===== src/rtl/debug_pkg.sv =====
// Shared constants for the debug view mux and the debug word loader.
// Both sides must agree on register count and widths.
package debug_pkg;

  localparam int DBG_NUM_REGS = 7;
  localparam int DBG_DATA_W   = 32;
  localparam int DBG_HALF_W   = 16;
  localparam int DBG_SEL_W    = 3;

  localparam logic [1:0] ST_IDLE   = 2'd0;
  localparam logic [1:0] ST_HIGH   = 2'd1;
  localparam logic [1:0] ST_COMMIT = 2'd2;

endpackage


===== src/rtl/debug_reg_bank.sv =====
// Bank of debug registers written one word at a time; all entries are
// exposed in parallel as the sources read back by the debug view mux.
module debug_reg_bank
  import debug_pkg::*;
#(
  parameter int DATA_W   = DBG_DATA_W,
  parameter int NUM_REGS = DBG_NUM_REGS,
  parameter int SEL_W    = DBG_SEL_W
) (
  input  logic              clk,
  input  logic              rst,
  input  logic              we,
  input  logic [SEL_W-1:0]  waddr,
  input  logic [DATA_W-1:0] wdata,
  output logic [DATA_W-1:0] out1,
  output logic [DATA_W-1:0] out2,
  output logic [DATA_W-1:0] out3,
  output logic [DATA_W-1:0] out4,
  output logic [DATA_W-1:0] out5,
  output logic [DATA_W-1:0] out6,
  output logic [DATA_W-1:0] out7
);

  logic [DATA_W-1:0] regs_q [NUM_REGS];

  // Register storage: only the addressed entry changes on a write.
  always_ff @(posedge clk) begin
    if (rst) begin
      for (int i = 0; i < NUM_REGS; i++) begin
        regs_q[i] <= '0;
      end
    end else begin
      for (int i = 0; i < NUM_REGS; i++) begin
        if (we && (waddr == SEL_W'(i))) begin
          regs_q[i] <= wdata;
        end
      end
    end
  end

  assign out1 = regs_q[0];
  assign out2 = regs_q[1];
  assign out3 = regs_q[2];
  assign out4 = regs_q[3];
  assign out5 = regs_q[4];
  assign out6 = regs_q[5];
  assign out7 = regs_q[6];

endmodule


===== src/rtl/debug_word_loader.sv =====
// Assembles two half-words from a valid/ready channel into one debug
// register write; bad indices and select mismatches raise a one-cycle err.
module debug_word_loader
  import debug_pkg::*;
#(
  parameter int DATA_W   = DBG_DATA_W,
  parameter int HALF_W   = DBG_HALF_W,
  parameter int NUM_REGS = DBG_NUM_REGS,
  parameter int SEL_W    = DBG_SEL_W
) (
  input  logic              clk,
  input  logic              rst,
  input  logic              in_valid,
  output logic              in_ready,
  input  logic [HALF_W-1:0] in_data,
  input  logic [SEL_W-1:0]  in_sel,
  input  logic              in_abort,
  output logic [DATA_W-1:0] out1,
  output logic [DATA_W-1:0] out2,
  output logic [DATA_W-1:0] out3,
  output logic [DATA_W-1:0] out4,
  output logic [DATA_W-1:0] out5,
  output logic [DATA_W-1:0] out6,
  output logic [DATA_W-1:0] out7,
  output logic              wr_done,
  output logic              err
);

  localparam logic [SEL_W-1:0] LAST_IDX = SEL_W'(NUM_REGS - 1);

  logic [1:0]        state_q, state_d;
  logic [HALF_W-1:0] lo_q, lo_d;
  logic [HALF_W-1:0] hi_q, hi_d;
  logic [SEL_W-1:0]  sel_q, sel_d;
  logic              err_q, err_d;
  logic              done_q, done_d;
  logic              xfer_s;
  logic              we_s;

  // Abort blocks acceptance so a half-word offered alongside it is never consumed.
  assign in_ready = (state_q != ST_COMMIT) && !in_abort;
  assign xfer_s   = in_valid && in_ready;

  // Next-state logic for the half-word assembly FSM.
  always_comb begin
    state_d = state_q;
    lo_d    = lo_q;
    hi_d    = hi_q;
    sel_d   = sel_q;
    err_d   = 1'b0;
    done_d  = 1'b0;
    we_s    = 1'b0;
    case (state_q)
      ST_IDLE: begin
        if (xfer_s) begin
          if (in_sel <= LAST_IDX) begin
            lo_d    = in_data;
            sel_d   = in_sel;
            state_d = ST_HIGH;
          end else begin
            err_d = 1'b1;
          end
        end else begin
          state_d = ST_IDLE;
        end
      end
      ST_HIGH: begin
        if (in_abort) begin
          state_d = ST_IDLE;
        end else if (xfer_s) begin
          if (in_sel == sel_q) begin
            hi_d    = in_data;
            state_d = ST_COMMIT;
          end else begin
            err_d   = 1'b1;
            state_d = ST_IDLE;
          end
        end else begin
          state_d = ST_HIGH;
        end
      end
      ST_COMMIT: begin
        we_s    = 1'b1;
        done_d  = 1'b1;
        state_d = ST_IDLE;
      end
      default: begin
        state_d = ST_IDLE;
      end
    endcase
  end

  // FSM state, latched halves and registered event pulses.
  always_ff @(posedge clk) begin
    if (rst) begin
      state_q <= ST_IDLE;
      lo_q    <= '0;
      hi_q    <= '0;
      sel_q   <= '0;
      err_q   <= 1'b0;
      done_q  <= 1'b0;
    end else begin
      state_q <= state_d;
      lo_q    <= lo_d;
      hi_q    <= hi_d;
      sel_q   <= sel_d;
      err_q   <= err_d;
      done_q  <= done_d;
    end
  end

  assign wr_done = done_q;
  assign err     = err_q;

  debug_reg_bank #(
    .DATA_W   (DATA_W),
    .NUM_REGS (NUM_REGS),
    .SEL_W    (SEL_W)
  ) u_bank (
    .clk   (clk),
    .rst   (rst),
    .we    (we_s),
    .waddr (sel_q),
    .wdata ({hi_q, lo_q}),
    .out1  (out1),
    .out2  (out2),
    .out3  (out3),
    .out4  (out4),
    .out5  (out5),
    .out6  (out6),
    .out7  (out7)
  );

endmodule


===== config.mk =====
export PLATFORM = sky130hd
export DESIGN_NAME = debug_word_loader
export DESIGN_NICKNAME = d
export VERILOG_FILES = /design/src/rtl/debug_pkg.sv /design/src/rtl/debug_reg_bank.sv /design/src/rtl/debug_word_loader.sv
export SDC_FILE = /design/constraint.sdc
export NUM_CORES = 1
export LEC_CHECK = 0
export ABC_AREA = 1
export CAP_MARGIN = 20
export CORE_UTILIZATION = 40
export CTS_CLUSTER_SIZE = 10
export DETAILED_ROUTE_END_ITERATION = 8
export PLACE_DENSITY = 0.7
export SLEW_MARGIN = 20
export SYNTH_ARGS = -nofsm -noshare
export SYNTH_HDL_FRONTEND = slang
export SYNTH_SLANG_ARGS = --single-unit

===== constraint.sdc =====
create_clock -name clk -period 3.7 [get_ports clk]
set_input_delay 0.555 -clock clk [delete_from_list [all_inputs] [get_ports clk]]
set_output_delay 0.555 -clock clk [all_outputs]
set_load 0.01 [all_outputs]

==> run summary, run 1 <==
RUN STATUS
--------------------------------------------------------------------------------------------------------
Run status ................................................................................ finished clean

WORST SETUP PATH
--------------------------------------------------------------------------------------------------------
Crit path DAT .............................................................................      2590 ps
Worst-path cell chain ..................................................................... nor2_1 -> nand2_1 -> nor2_1 -> inv_1 -> nand2_2
Standard cell with the maximum stage delay on the critical path ...........................      nand2_2
Kind of capture point of the worst setup path .............................................    flip-flop
Critical register-to-register path startpoint .............................................   state_q[0]
Endpoint of the most critical setup path .................................................. u_bank.regs_q[0][18]
Most used cell along the critical path ....................................................       nor2_1
Length in cells of the worst reg-to-reg path ..............................................            5
Worst setup path class .................................................................... flip-flop to flip-flop
Source of the critical timing path ........................................................   state_q[0]
CP Data Required Time .....................................................................      3770 ps
Register-to-register path setup slack .....................................................      1180 ps
Peak fanout along the critical path .......................................................           32
End of the worst register-to-register path ................................................ u_bank.regs_q[0][18]
Max stage delay on crit path ..............................................................       710 ps
Sort of element at the start of the critical path .........................................    flip-flop

DETAILED ROUTING
--------------------------------------------------------------------------------------------------------
Vias per std cell .........................................................................        4.707
Count of nets left with antenna violations after detail routing ...........................            0
DRC violation total after the first TritonRoute iteration .................................          398
Wire length per cell ......................................................................     18.82 µm
DR vias ...................................................................................         6458
Number of design rule violations left after detail routing ................................            0
Total wire length .........................................................................     25820 µm
First drt pass iteration count ............................................................            5

CLOCK NETWORK
--------------------------------------------------------------------------------------------------------
H-tree lvl count ..........................................................................            1
Clock buffer count from CTS ...............................................................           30
Post-CTS clock slew at the launch and capture registers of the worst setup and hold paths .        60 ps
Clock tree from TritonCTS .................................................................          yes
Later-pin clock latency in the skew report ................................................       540 ps
Hold-fix buffers, CTS .....................................................................            0
Number of buffers on the longest clock path ...............................................            3
Resize count post-CTS .....................................................................            0
Num Clock Sinks ...........................................................................          263
Post CTS Setup Buffer Count ...............................................................            0
Root buf cell .............................................................................    clkbuf_16

DIE
--------------------------------------------------------------------------------------------------------
Chip height ...............................................................................     156.8 µm
Initial Utilization .......................................................................       40.82%
Number of rows in the core area ...........................................................           56
Num ports .................................................................................          250
Core area .................................................................................  0.02347 mm²
Width of the die ..........................................................................     156.8 µm
Total die area ............................................................................  0.02458 mm²

TIMING
--------------------------------------------------------------------------------------------------------
Post-layout min period ....................................................................      2516 ps
Timing-limited maximum frequency ..........................................................    397.5 MHz
Portion of the clock cycle consumed by the worst path in the final layout .................       68.00%
Remaining max-slew budget at the tightest pin .............................................       33.66%
Final max-slew violation count ............................................................            0
Count of final hold-check violations ......................................................            0
Unrepaired setup endpoints after global routing ...........................................        false
Setup total negative slack ................................................................         0 ps
Pin slew with the least headroom to its limit .............................................     991.3 ps
Final-report setup violation count ........................................................            0
Clock Skews ...............................................................................     9.851 ps

SYNTHESIS
--------------------------------------------------------------------------------------------------------
Number of flip-flops and latches in the synthesized netlist ...............................          263
Number of distinct library cells after synthesis ..........................................           19
Number of nets in the synthesized netlist .................................................          794
Synth Area in Adders ......................................................................           0%
Post-synthesis xor/xnor area fraction .....................................................      0.1698%
Share of the yosys chip area belonging to registers .......................................       78.35%
Average footprint of a synthesized cell ...................................................    12.43 µm²
Share of synthesized area spent on multiplexers ...........................................           0%
Top-area cell type share of the netlist area ..............................................       70.20%
Complex-gate fraction of the synthesized area .............................................       2.194%
Area fraction in and, or, nand and nor cells after synthesis ..............................       13.87%
Cell types occupying the most area after synthesis ........................................ edfxtp_1, nor2_1, dfxtp_1, inv_1, nand2_1
Library cell occupying the most area in the post-synthesis netlist ........................     edfxtp_1
Synthesis warning total ...................................................................            0
Main combinational cell family by area after synthesis .................................... simple AND/OR/NAND/NOR gates
Post-Synthesis Cell Area .................................................................. 0.009582 mm²
Synthesized instance count ................................................................          771

CELLS AND AREA
--------------------------------------------------------------------------------------------------------
Utilization of the core after routing .....................................................       56.87%
Number of antenna repair diodes ...........................................................            0
Post-synthesis to final-layout area growth ................................................       39.32%
Fraction of final layout cells with drive strength greater than 1 .........................       4.938%
Fin nets ..................................................................................         1052
Filler cell count in the final layout .....................................................         1913

GRT
--------------------------------------------------------------------------------------------------------
Via count of the first global-routing pass ................................................         6241
Antenna violations before repair ..........................................................            0
GR Overflow Total .........................................................................            0
Wire length of the first global-routing pass ..............................................     37980 µm
Global-route usage over all layers ........................................................       20.93%
Maximum number of pins on one net before global-route repair ..............................           39

PLACE
--------------------------------------------------------------------------------------------------------
Final weighted congestion in routability-driven placement .................................       0.8556
DP HPWL ...................................................................................     18070 µm
I/O Buffers ...............................................................................          249

HOLD PATH
--------------------------------------------------------------------------------------------------------
Hold Crit Start ...........................................................................   state_q[1]
Type of the most critical hold path ....................................................... flip-flop to flip-flop

PWR
--------------------------------------------------------------------------------------------------------
LEAKAGE ...................................................................................     4.759 nW
Pwr dens .................................................................................. 486.1 mW/mm²
Highest ir drop seen on vdd ...............................................................     251.4 µV

JOB
--------------------------------------------------------------------------------------------------------
Maximum capacitance violations ............................................................            0

cell families after synthesis:
| group | count (synthesis) |
|---|---|
| and+or+nand+nor | 331 |
| DFF | 263 |
| buffers and inverters | 134 |
| AOI/OAI and AO/OA | 42 |
| xor gates and xnor gates | 1 |
final cells by class:
cell class	instances	area (µm²)	area share [%]
Timing Repair Buffer	260	2595	19.44
Clock buffer	55	875.8	6.561
Clock inverter	1	16.27	0.1218
Sequential cell	263	7507	56.24
Tap cell	319	399.1	2.990
Inverter	100	375.4	2.812
Multi-Input combinational cell	374	1580	11.84
routing by layer:
| layer | part of all wire, % | track usage, % | vias to the layer above |
|---|---|---|---|
| li1 | - | - | 3043 |
| met1 | 42 | 28.07 | 3109 |
| met2 | 50 | 35.51 | 254 |
| met3 | 5.9 | 2.935 | 52 |
| met4 | 2.1 | 5.696 | 0 |
| met5 | 0 | 0 | - |
sequential cells by signal, summed over array words and instances, names as in the netlist:
signal / cells
state_q: 2
lo_q: 16
wr_done: 1
hi_q: 16
sel_q: 3
u_bank.regs_q: 224
err: 1
stage by stage:
stage | instances | power (mW) | setup slack (ps) | hold slack (ps) | area, µm²
after floorplan | 771 | 3.581 | 272.4 | 430.4 | 9582
after global placement | 1315 | 3.856 | 1211 | 461.9 | 12430
after detailed placement | 1315 | 3.863 | 1159 | 458.2 | 12430
after CTS | 1371 | 6.513 | 1137 | 469.6 | 13320
after global routing | 1372 | 6.670 | 987.3 | 489.9 | 13350
final | 1372 | 6.489 | 1184 | 476.7 | 13350
worst min-delay path by stage:
stage                     endpoint  cells past startpoint  slack, ps
final                      wr_done                      2        480
after global routing       wr_done                      2        490
after CTS                  wr_done                      2        470
after detailed placement   wr_done                      2        460
after global placement     wr_done                      2        460
after floorplan            wr_done                      2        430
report_power, final:
group	internal [mW]	total (mW)	switching, mW
registers	3.31	3.35	0.0348
clock network	1.58	2.69	1.11
logic	0.199	0.452	0.253
synth_stat cells:
cell type,instances
edfxtp_1,224
nor2_4,2
nand3_4,1
nand4_1,18
buf_6,1
dfxtp_1,39
buf_1,3
nor3b_1,1
a21oi_1,20
o21ai_0,22
nand3_1,4
inv_1,99
nand2_1,51
xnor2_2,1
inv_2,1
clkbuf_1,23
nor3_1,3
buf_2,7
nor2_1,251
worst max-delay path: cells and delay by family (launching register included):
kind                   cells  cell delay (ps)
buffers and inverters      1              550
AND/OR/NAND/NOR            4             1100
flip-flops                 1              370
cell usage in the layout (no fill, tap or decap), types with 2 or more instances in the layout:
cell type | Yosys | final
nor2_1 | 251 | 251
clkdlybuf4s50_1 | 0 | 249
edfxtp_1 | 224 | 224
inv_1 | 99 | 99
nand2_1 | 51 | 50
dfxtp_1 | 39 | 39
clkbuf_16 | 0 | 31
clkbuf_1 | 23 | 23
o21ai_0 | 22 | 20
a21oi_1 | 20 | 20
nand4_1 | 18 | 18
buf_4 | 0 | 10
nand3_1 | 4 | 4
nor3_1 | 3 | 3
o21ai_4 | 0 | 2
nor2_4 | 2 | 2
Power figures use the tool's default switching activity.
==> inputs of run 2 (changes only) <==
- PLACE_DENSITY: 0.7 -> 0.68
- clock period: 3.7 -> 2.4 ns (I/O delays scaled with it)
==> run 2 against run 1 <==
  * Utilization rose by 0.54 points
  * Cell count rose by 0.95%
  * First-iteration DRC count shrank 1.5%
  * Via count up 1.7%
  * Non-clock buffer count is 13 higher
  * Register-to-register slack worse by 810 ps
  * Worst hold slack about the same
  * Routed wire length is 1.3% lower
  * Final area grew 0.96%
  * Combinational power is 59% higher
  * Global-route usage shrank 0.47 points
  * Critical endpoint is now u_bank.regs_q[0][41]
  * Largest cell class unchanged
==> run summary, run 2 (synthesized netlist as in run 1, its figures left out) <==
DIE
--------------------------------------------------------------------------------------------------------
Initial Utilization .......................................................................       40.82%
Core area .................................................................................  0.02347 mm²
Number of rows in the core area ...........................................................           56
Chip height ...............................................................................     156.8 µm
Num ports .................................................................................          250
Width of the die ..........................................................................     156.8 µm
Total die area ............................................................................  0.02458 mm²

TIMING
--------------------------------------------------------------------------------------------------------
Setup total negative slack ................................................................         0 ps
Pin slew with the least headroom to its limit .............................................      1052 ps
Timing-limited maximum frequency ..........................................................    493.3 MHz
Clock Skews ...............................................................................     9.246 ps
Portion of the clock cycle consumed by the worst path in the final layout .................       84.47%
Post-layout min period ....................................................................      2027 ps
Count of final hold-check violations ......................................................            0
Remaining max-slew budget at the tightest pin .............................................       29.58%
Final max-slew violation count ............................................................            0
Unrepaired setup endpoints after global routing ...........................................        false
Final-report setup violation count ........................................................            0

CELLS AND AREA
--------------------------------------------------------------------------------------------------------
Final Instance Area .......................................................................  0.01348 mm²
Most frequent cells in the layout ......................................................... nor2_1, clkdlybuf4s50_1, edfxtp_1
Post-synthesis to final-layout area growth ................................................       40.65%
Fraction of final layout cells with drive strength greater than 1 .........................       6.004%
Fin nets ..................................................................................         1065
Largest register by flop count ............................................................ u_bank.regs_q
Commonest non-fill, non-tap cell in the layout ............................................       nor2_1
Largest registers in the final layout ..................................................... u_bank.regs_q x224, hi_q x16, lo_q x16
Number of antenna repair diodes ...........................................................            0
Flip-flop count of the largest register after layout ......................................          224

WORST SETUP PATH
--------------------------------------------------------------------------------------------------------
Standard cell with the maximum stage delay on the critical path ...........................      o21ai_4
Worst setup path class .................................................................... flip-flop to flip-flop
Max stage delay on crit path ..............................................................       840 ps
Peak fanout along the critical path .......................................................           32
CP Data Required Time .....................................................................      2550 ps
Worst-path cell chain ..................................................................... inv_1 -> nor2_1 -> inv_1 -> o21ai_4
Sort of element at the start of the critical path .........................................    flip-flop
Kind of capture point of the worst setup path .............................................    flip-flop
Most used cell along the critical path ....................................................        inv_1
Crit path DAT .............................................................................      2180 ps

PWR
--------------------------------------------------------------------------------------------------------
LEAKAGE ...................................................................................     4.832 nW
Pwr dens .................................................................................. 738.2 mW/mm²
Highest ir drop seen on vdd ...............................................................     429.2 µV

CLOCK NETWORK
--------------------------------------------------------------------------------------------------------
Post-CTS clock slew at the launch and capture registers of the worst setup and hold paths .        60 ps
Clock tree from TritonCTS .................................................................          yes
Hold-fix buffers, CTS .....................................................................            0
Resize count post-CTS .....................................................................            0
Clock buffer count from CTS ...............................................................           30
Later-pin clock latency in the skew report ................................................       540 ps
Root buf cell .............................................................................    clkbuf_16
H-tree lvl count ..........................................................................            1
Num Clock Sinks ...........................................................................          263
Post CTS Setup Buffer Count ...............................................................            0
Number of buffers on the longest clock path ...............................................            3

DETAILED ROUTING
--------------------------------------------------------------------------------------------------------
DR vias ...................................................................................         6566
Vias per std cell .........................................................................        4.741
Count of nets left with antenna violations after detail routing ...........................            0
First drt pass iteration count ............................................................            5
DRC violation total after the first TritonRoute iteration .................................          392
Total wire length .........................................................................     25480 µm
Wire length per cell ......................................................................     18.39 µm
Number of design rule violations left after detail routing ................................            0

GRT
--------------------------------------------------------------------------------------------------------
Maximum number of pins on one net before global-route repair ..............................           36
Routing usage on met2 .....................................................................       34.71%
Wire length of the first global-routing pass ..............................................     37010 µm
Most used routing layer ...................................................................         met2
Global routing met3 resource utilization ..................................................       3.157%
Global-route usage over all layers ........................................................       20.46%
Global routing met1 resource utilization ..................................................       26.90%
Via count of the first global-routing pass ................................................         6184
GR Overflow Total .........................................................................            0
Antenna violations before repair ..........................................................            0

RUN STATUS
--------------------------------------------------------------------------------------------------------
Run status ................................................................................ finished clean

PLACE
--------------------------------------------------------------------------------------------------------
Total cell area at the placement stage ....................................................  0.01258 mm²
DP HPWL ...................................................................................     18090 µm
Final weighted congestion in routability-driven placement .................................       0.8976
I/O Buffers ...............................................................................          249

HOLD PATH
--------------------------------------------------------------------------------------------------------
Type of the most critical hold path ....................................................... flip-flop to flip-flop

JOB
--------------------------------------------------------------------------------------------------------
Maximum capacitance violations ............................................................            0

[run 2: cell count changes in the layout (fill, tap and decap cells not counted)]
cell / before / now
inv_4: 0 / 1
buf_4: 10 / 19
clkbuf_1: 23 / 24
clkbuf_8: 1 / 0
buf_12: 0 / 4
clkinv_8: 1 / 0
[run 2: power by group]
group          internal [mW]  switching (mW)
logic                  0.328           0.389
clock network           2.40            1.67
registers               5.11          0.0564
total                   7.83            2.11
[run 2: worst max-delay path: cells and delay by family, from the launching register on]
| kind | cells | cell delay (ps) |
|---|---|---|
| AO/OA/AOI/OAI | 1 | 840 |
| buffers and inverters | 2 | 200 |
| flip-flops | 1 | 460 |
| AND/OR/NAND/NOR | 1 | 130 |
[run 2: final timing paths]
kind,startpoint,end,slack (ps),cells after the start
max,sel_q[0],u_bank.regs_q[0][41],370,4
min,state_q[1],wr_done,480,2
max reg2reg,sel_q[0],u_bank.regs_q[0][41],370,4
min reg2reg,state_q[1],wr_done,480,2
[run 2: cell type report]
cell class / count / area (µm²)
Fill cell: 1889 / 9996
Sequential cell: 263 / 7507
Timing Repair Buffer: 273 / 2743
Multi-Input combinational cell: 374 / 1580
Clock buffer: 55 / 865.8
Tap cell: 319 / 399.1
Inverter: 100 / 375.4
Clock inverter: 1 / 6.256
[run 2: through the flow]
| stage | hold WS (ps) | utilization, % | total power [mW] | setup WS [ps] | std cells |
|---|---|---|---|---|---|
| after floorplan | 430.4 | - | 5.518 | 255.1 | 771 |
| after global placement | 459.6 | 53.58 | 5.966 | 386.8 | 1328 |
| after detailed placement | 461.4 | 53.58 | 5.977 | 364.6 | 1328 |
| after CTS | 472.9 | 57.30 | 10.01 | 347.0 | 1384 |
| after global routing | 508.5 | 57.41 | 10.23 | 214.0 | 1385 |
| final | 476.9 | 57.41 | 9.948 | 372.8 | 1385 |
[run 2: routing by layer]
layer | vias to the layer above | part of all wire [%]
met2 | 278 | 51
met3 | 44 | 6.7
li1 | 3074 | -
met5 | - | 0
met1 | 3170 | 40
met4 | 0 | 2.2
